## src/rtl/spi_cmd_rx.sv

```systemverilog
`timescale 1ns/1ps
`default_nettype none
// ============================================================================
// Module   : spi_cmd_rx
// Purpose  : SPI mode-0 slave byte receiver feeding a show-ahead byte FIFO.
//            Optional status byte on MISO when SPI_CMD_RX_STATUS_MISO_EN is defined.
// Revision : 1.0 - initial release
// ============================================================================
module spi_cmd_rx #(
    parameter int FIFO_DEPTH  = 64,
    parameter int SYNC_STAGES = 2
) (
    input  logic                          clk,
    input  logic                          reset,
    input  logic                          spi_sck,
    input  logic                          spi_cs_n,
    input  logic                          spi_mosi,
    output logic                          spi_miso,
    output logic [7:0]                    out_byte,
    output logic                          out_valid,
    input  logic                          next,
    output logic                          overflow,
    input  logic                          clear_overflow,
    output logic                          frame_error,
    output logic [$clog2(FIFO_DEPTH):0]   fifo_level
);

    localparam int AW = $clog2(FIFO_DEPTH);
    localparam int CW = AW + 1;
    localparam logic [CW-1:0] DEPTH_C = CW'(FIFO_DEPTH);

    logic [SYNC_STAGES-1:0] sck_sync;
    logic [SYNC_STAGES-1:0] cs_sync;
    logic [SYNC_STAGES-1:0] mosi_sync;
    logic [SYNC_STAGES:0]   flush;
    logic                   sck_d;
    logic                   cs_d;
    logic                   armed;
    logic [2:0]             bit_cnt;
    logic [6:0]             shreg;
    logic [AW-1:0]          wr_ptr;
    logic [AW-1:0]          rd_ptr;
    logic [CW-1:0]          count;
    logic [7:0]             mem [FIFO_DEPTH];

    logic          sck_s, cs_n_s, mosi_s;
    logic          sck_rise, sck_fall, cs_rise, cs_fall, active;
    logic          capture, pop, push_ok, drop;
    logic [7:0]    byte_in;
    logic [CW-1:0] count_next;
    logic          overflow_next;

    assign sck_s  = sck_sync[SYNC_STAGES-1];
    assign cs_n_s = cs_sync[SYNC_STAGES-1];
    assign mosi_s = mosi_sync[SYNC_STAGES-1];

    // flush tracks when the chains hold real pin samples rather than reset values,
    // so a frame already running at reset release is not mistaken for a new one.
    assign active   = armed && !cs_n_s;
    assign sck_rise = sck_s && !sck_d;
    assign sck_fall = !sck_s && sck_d;
    assign cs_rise  = cs_n_s && !cs_d;
    assign cs_fall  = !cs_n_s && cs_d && armed;
    assign capture  = sck_rise && active && (bit_cnt == 3'd7);
    assign byte_in  = {shreg, mosi_s};

    always_comb begin
        pop           = next && out_valid;
        push_ok       = capture && ((count < DEPTH_C) || pop);
        drop          = capture && !push_ok;
        count_next    = count + CW'(push_ok) - CW'(pop);
        overflow_next = drop ? 1'b1 : (clear_overflow ? 1'b0 : overflow);
    end

    always_ff @(posedge clk or posedge reset) begin
        if (reset) begin
            sck_sync  <= '0;
            cs_sync   <= '1;
            mosi_sync <= '0;
            flush     <= '0;
            sck_d     <= 1'b0;
            cs_d      <= 1'b1;
            armed     <= 1'b0;
        end else begin
            sck_sync  <= {sck_sync[SYNC_STAGES-2:0], spi_sck};
            cs_sync   <= {cs_sync[SYNC_STAGES-2:0], spi_cs_n};
            mosi_sync <= {mosi_sync[SYNC_STAGES-2:0], spi_mosi};
            flush     <= {flush[SYNC_STAGES-1:0], 1'b1};
            sck_d     <= sck_s;
            cs_d      <= cs_n_s;
            if (flush[SYNC_STAGES] && cs_n_s)
                armed <= 1'b1;
        end
    end

    always_ff @(posedge clk or posedge reset) begin
        if (reset) begin
            bit_cnt     <= 3'd0;
            shreg       <= 7'd0;
            frame_error <= 1'b0;
        end else begin
            frame_error <= 1'b0;
            if (cs_rise) begin
                if (bit_cnt != 3'd0)
                    frame_error <= 1'b1;
                bit_cnt <= 3'd0;
                shreg   <= 7'd0;
            end else if (sck_rise && active) begin
                shreg   <= {shreg[5:0], mosi_s};
                bit_cnt <= bit_cnt + 3'd1;
            end
        end
    end

    always_ff @(posedge clk or posedge reset) begin
        if (reset) begin
            wr_ptr   <= '0;
            rd_ptr   <= '0;
            count    <= '0;
            overflow <= 1'b0;
        end else begin
            if (push_ok)
                wr_ptr <= wr_ptr + AW'(1);
            if (pop)
                rd_ptr <= rd_ptr + AW'(1);
            count    <= count_next;
            overflow <= overflow_next;
        end
    end

    // Storage carries no reset so it can map onto block RAM.
    always_ff @(posedge clk) begin
        if (push_ok)
            mem[wr_ptr] <= byte_in;
    end

    assign out_byte   = mem[rd_ptr];
    assign out_valid  = (count != '0);
    assign fifo_level = count;

`ifdef SPI_CMD_RX_STATUS_MISO_EN
    logic [7:0]    miso_sr;
    logic [CW-1:0] free_c;
    logic [5:0]    free6;
    logic [7:0]    status;

    // Status reflects the state the FIFO will hold after this edge.
    always_comb begin
        free_c = DEPTH_C - count_next;
        free6  = (int'(free_c) > 63) ? 6'd63 : 6'(free_c);
        status = {overflow_next, (count_next == DEPTH_C), free6};
    end

    always_ff @(posedge clk or posedge reset) begin
        if (reset)
            miso_sr <= 8'd0;
        else if (cs_fall || capture)
            miso_sr <= status;
        else if (sck_fall && active)
            miso_sr <= {miso_sr[6:0], 1'b0};
    end

    assign spi_miso = active ? miso_sr[7] : 1'b0;
`else
    logic unused_status;
    assign unused_status = cs_fall ^ sck_fall;
    assign spi_miso      = 1'b0;
`endif

endmodule
`default_nettype wire
```

## config.mk

```make
export PLATFORM = sky130hd
export DESIGN_NAME = spi_cmd_rx
export DESIGN_NICKNAME = d
export VERILOG_FILES = /design/src/rtl/spi_cmd_rx.sv
export SDC_FILE = /design/constraint.sdc
export NUM_CORES = 1
export LEC_CHECK = 0
export CAP_MARGIN = 10
export CORE_ASPECT_RATIO = 1.5
export CORE_MARGIN = 2
export CORE_UTILIZATION = 50
export DETAILED_ROUTE_END_ITERATION = 10
export GPL_TIMING_DRIVEN = 0
export PLACE_DENSITY = 0.66
export SLEW_MARGIN = 20
export SYNTH_ARGS = -nofsm -noshare
export SYNTH_HDL_FRONTEND = slang
export SYNTH_SLANG_ARGS = --single-unit
```

## constraint.sdc

```tcl
create_clock -name clk -period 7.2 [get_ports clk]
set_clock_uncertainty 0.1 [all_clocks]
set_input_delay 0.72 -clock clk [delete_from_list [all_inputs] [get_ports clk]]
set_output_delay 0.72 -clock clk [all_outputs]
set_load 0.01 [all_outputs]
```

==> impl_metrics.csv <==
group,metric,value,unit
logic_synthesis,syn_area_per_cell,19.47,µm²
sta,setup_violations,0,
logic_synthesis,synth_area,21880,µm²
grt,grt_use_total,22.67,%
finish,diodes,0,
cts,cts_tree,"done",
grt,met3_usage,3.041,%
grt,grt_first_pass_wirelength,73860,µm
sta,timing.final.ws_setup,2.449,ns
logic_synthesis,synth_flop_cell,"edfxtp_1",
sta,finalMaxSlewViolations,0,
pwr,p_leak,8.647,nW
floorplanning,die_h,260.2,µm
floorplanning,die_w,174.8,µm
status,status,"finished clean",
cts,ctsHoldBuffers,0,
logic_synthesis,ys_seq_area_share,75.20,%
critical_path,crit_slowest_cell,"clkbuf_1",
placed_design,dp_hpwl,34050,µm
critical_path,critPathMaxStageDelay,0.67,ns
floorplanning,dieArea,45480,µm²
grt,grt_pass1_vias,11180,
finish,drive_above_1_share,18.04,%
logic_synthesis,synth_top_family_by_area,"multiplexers",
logic_synthesis,ys_ff_latch,555,
routing,drt_iter0_drc,1014,
logic_synthesis,synthArstFlopShare,7.748,%
floorplanning,core_area,43050,µm²
logic_synthesis,synth_most_common_cell,"edfxtp_1",
logic_synthesis,syn_nets,1146,
critical_path,critPathMaxFanout,10,
worst_hold_path,hold_path.class,"reg -> reg",
cts,cts_buffers,49,
sta,fmax,0.2105,GHz
cts,cts_setup_buffers,0,
finish,final_area,24620,µm²
pwr,cellPowerDensity,349.6,nW/µm²
cts,clk_pin_slew,0.07,ns
grt,antenna_found_initial,0,
finish,finalNonFillerCells,1817,
sta,worst_pin_slew,0.9245,ns
grt,grt_max_degree,67,
finish,final_nets,1228,
sta,slew_headroom,38.14,%
critical_path,crit_path_start_kind,"flop",
sta,hold_violations,0,
logic_synthesis,synth_common_cells,"512 x edfxtp_1, 90 x mux2i_1, 88 x nor2_1",
pwr,ir_drop,244.2,µV
cts,cts.sinks,555,
routing,vias,10840,
logic_synthesis,synth_top_cell_by_area,"edfxtp_1",
finish,final_util,57.18,%
cts,cts-root-buf,"clkbuf_16",
grt,use_met1,27.39,%
critical_path,r2r_cells,7,
critical_path,cp.required,6.38,ns
job,cap_viol_max_count,0,
routing,vias_per_cell,5.964,
logic_synthesis,synth_cell_types,57,
routing,first_pass_iters,5,
critical_path,reg2reg_slack,3.88,ns
finish,area_delta_synth_final,12.52,%
placed_design,place_inst,1725,
critical_path,reg2reg_from,"cs_sync[1]",
grt,gr-total-overflow,0,
logic_synthesis,synth-simple-area-share,3.883,%
placed_design,place_ws,3.142,ns
sta,fin_tns_setup,0,ns
routing,drt_wl_total,50090,µm
critical_path,crit_path_end_kind,"output port",
placed_design,placed_area,23000,µm²
worst_hold_path,whs_path_depth,0,
worst_hold_path,hold_end,"sck_sync[1]",
placed_design,numPortBuffers,24,
critical_path,crit_chain,"buf_4 > nand3_1 > clkbuf_1 > o221ai_1 > a21oi_1 > o21ai_0 > and4_1 > clkdlybuf4s50_1",
placed_design,gp_congestion,0.9125,
logic_synthesis,synth_top_cell_area_share,70.27,%
logic_synthesis,synthAdderAreaFrac,0.8921,%
logic_synthesis,synth_edf_count,512,
logic_synthesis,yosys_warnings,0,
floorplanning,start_util,50.82,%
floorplanning,rows,93,
cts,h-tree-depth,2,
routing,drtAntennaViolNets,0,
sta,rsz0062_at_grt,"no",
cts,clock_latency,0.57,ns
grt,grtUsageMet2,40.62,%
sta,fin_crit,4.751,ns
logic_synthesis,synthTopCellsByArea,"edfxtp_1 70%, mux4_2 9.0%, dfrtp_1 4.6%",
worst_hold_path,holdCritStartpoint,"sck_sync[0]",
logic_synthesis,synth_compound_area_share,2.865,%
critical_path,setup.worst_path.class,"reg -> out",
logic_synthesis,synth_mux_area_share,14.53,%
grt,grt_busiest_layer,"met2",
logic_synthesis,synthesis.instances,1124,
cts,clockBufferDepth,3,
routing,avgRoutedWirePerCell,27.57,µm
logic_synthesis,synth-xor-area-share,0.6405,%
routing,drc_errors,0,
sta,fin_crit_sh,65.98,%
floorplanning,ios,26,
critical_path,r2r-end,"mem[35][0]",
cts,post_cts_resized,0,
critical_path,cp.arrival,3.93,ns
stage by stage:
step	total power [W]	hold slack (ns)
final	0.008607	0.2487
after global routing	0.008888	0.2590
after CTS	0.008650	0.2531
after detailed placement	0.006028	0.2364
after global placement	0.005997	0.2314
after floorplan	0.005145	0.2312
cells by family after synthesis:
logic type      after synthesis
xor+xnor                     16
other cells                   2
compound gates               88
buf+inv                      71
mux                         192
flops                       555
simple gates                185
fa+ha+maj                    15
worst max-delay path: cells and delay by family, from the launching register on:
kind                   cells  cell delay (ns)
AO/OA/AOI/OAI              3             0.87
flip-flops                 1             0.42
AND/OR/NAND/NOR            2             0.68
buffers and inverters      3             1.37
area by class of cell:
| cell class | count | area [µm²] |
|---|---|---|
| plain buffers | 57 | 374.1 |
| clock buffers | 63 | 1331 |
| clock inverters | 29 | 290.3 |
| fillers | 3233 | 18430 |
| inverters | 14 | 52.55 |
| multi-input cells | 498 | 4999 |
| flip-flops and latches | 555 | 16470 |
| well taps | 570 | 713.2 |
| repair buffers | 31 | 387.9 |
layout by cell type (no fill, tap or decap), types with 3 or more instances in the layout:
cell             netlist  final
dfrtp_4                0      3
nand2b_1               4      4
nor2_1                88     88
o211ai_1              14     14
clkbuf_1              16     27
nor3_1                26     26
dfrtp_1               40     32
ha_1                  14     14
dfstp_2                3      3
nand3b_1               4      4
buf_1                  5      5
nor2b_1                5      5
inv_1                 13     12
dfrtp_2                0      5
edfxtp_1             512    512
clkinv_1               0     10
nand2_1               34     34
o22ai_1                4      4
mux4_1                10     10
clkinv_2               0     11
xnor2_1                8      8
bufinv_16              0      6
buf_2                 17     17
mux2i_1               90     90
a21oi_1               17     17
clkbuf_16              0     51
o221ai_1              12     12
clkdlybuf4s50_1        0     24
buf_4                  9      9
mux2_2                 5      5
o21bai_1               3      3
a22o_1                 9      9
nand3_1                5      5
and4_1                 6      6
buf_6                  6      6
xor2_1                 8      8
buf_12                 3      9
mux4_2                87     87
o21ai_0               13     13
sequential cells by signal (all words and copies together) (netlist names), 2 cells and up:
register,flops
rd_ptr,6
flush,3
fifo_level,7
mem,512
shreg,7
sck_sync,2
wr_ptr,6
cs_sync,2
mosi_sync,2
bit_cnt,3
metal layers:
metal / up-vias / wire length, µm
met5: - / 0
met3: 104 / 2786
met1: 5626 / 18350
met4: 0 / 2317
met2: 416 / 26630
li1: 4691 / -
power by group:
| part | total, W | switching, W | internal [W] |
|---|---|---|---|
| logic | 0.00234 | 0.00137 | 0.000967 |
| clock network | 0.00265 | 0.00113 | 0.00152 |
| registers | 0.00362 | 0.0000637 | 0.00355 |
| total | 0.00861 | 0.00257 | 0.00604 |
how the worst max path moves through the flow:
| stage | from | to | slack (ns) | cells past startpoint |
|---|---|---|---|---|
| 2_1_floorplan | next | fifo_level[6] | 4.37 | 13 |
| 3_3_place_gp | rd_ptr[2] | out_byte[4] | 3.15 | 8 |
| 3_5_place_dp | next | mem[35][2] | 3.14 | 8 |
| 4_1_cts | rd_ptr[2] | out_byte[4] | 2.52 | 8 |
| 5_1_grt | rd_ptr[2] | out_byte[4] | 2.41 | 8 |
| 6_report | rd_ptr[2] | out_byte[3] | 2.45 | 8 |
No activity file was read; power rests on OpenSTA's default activity.
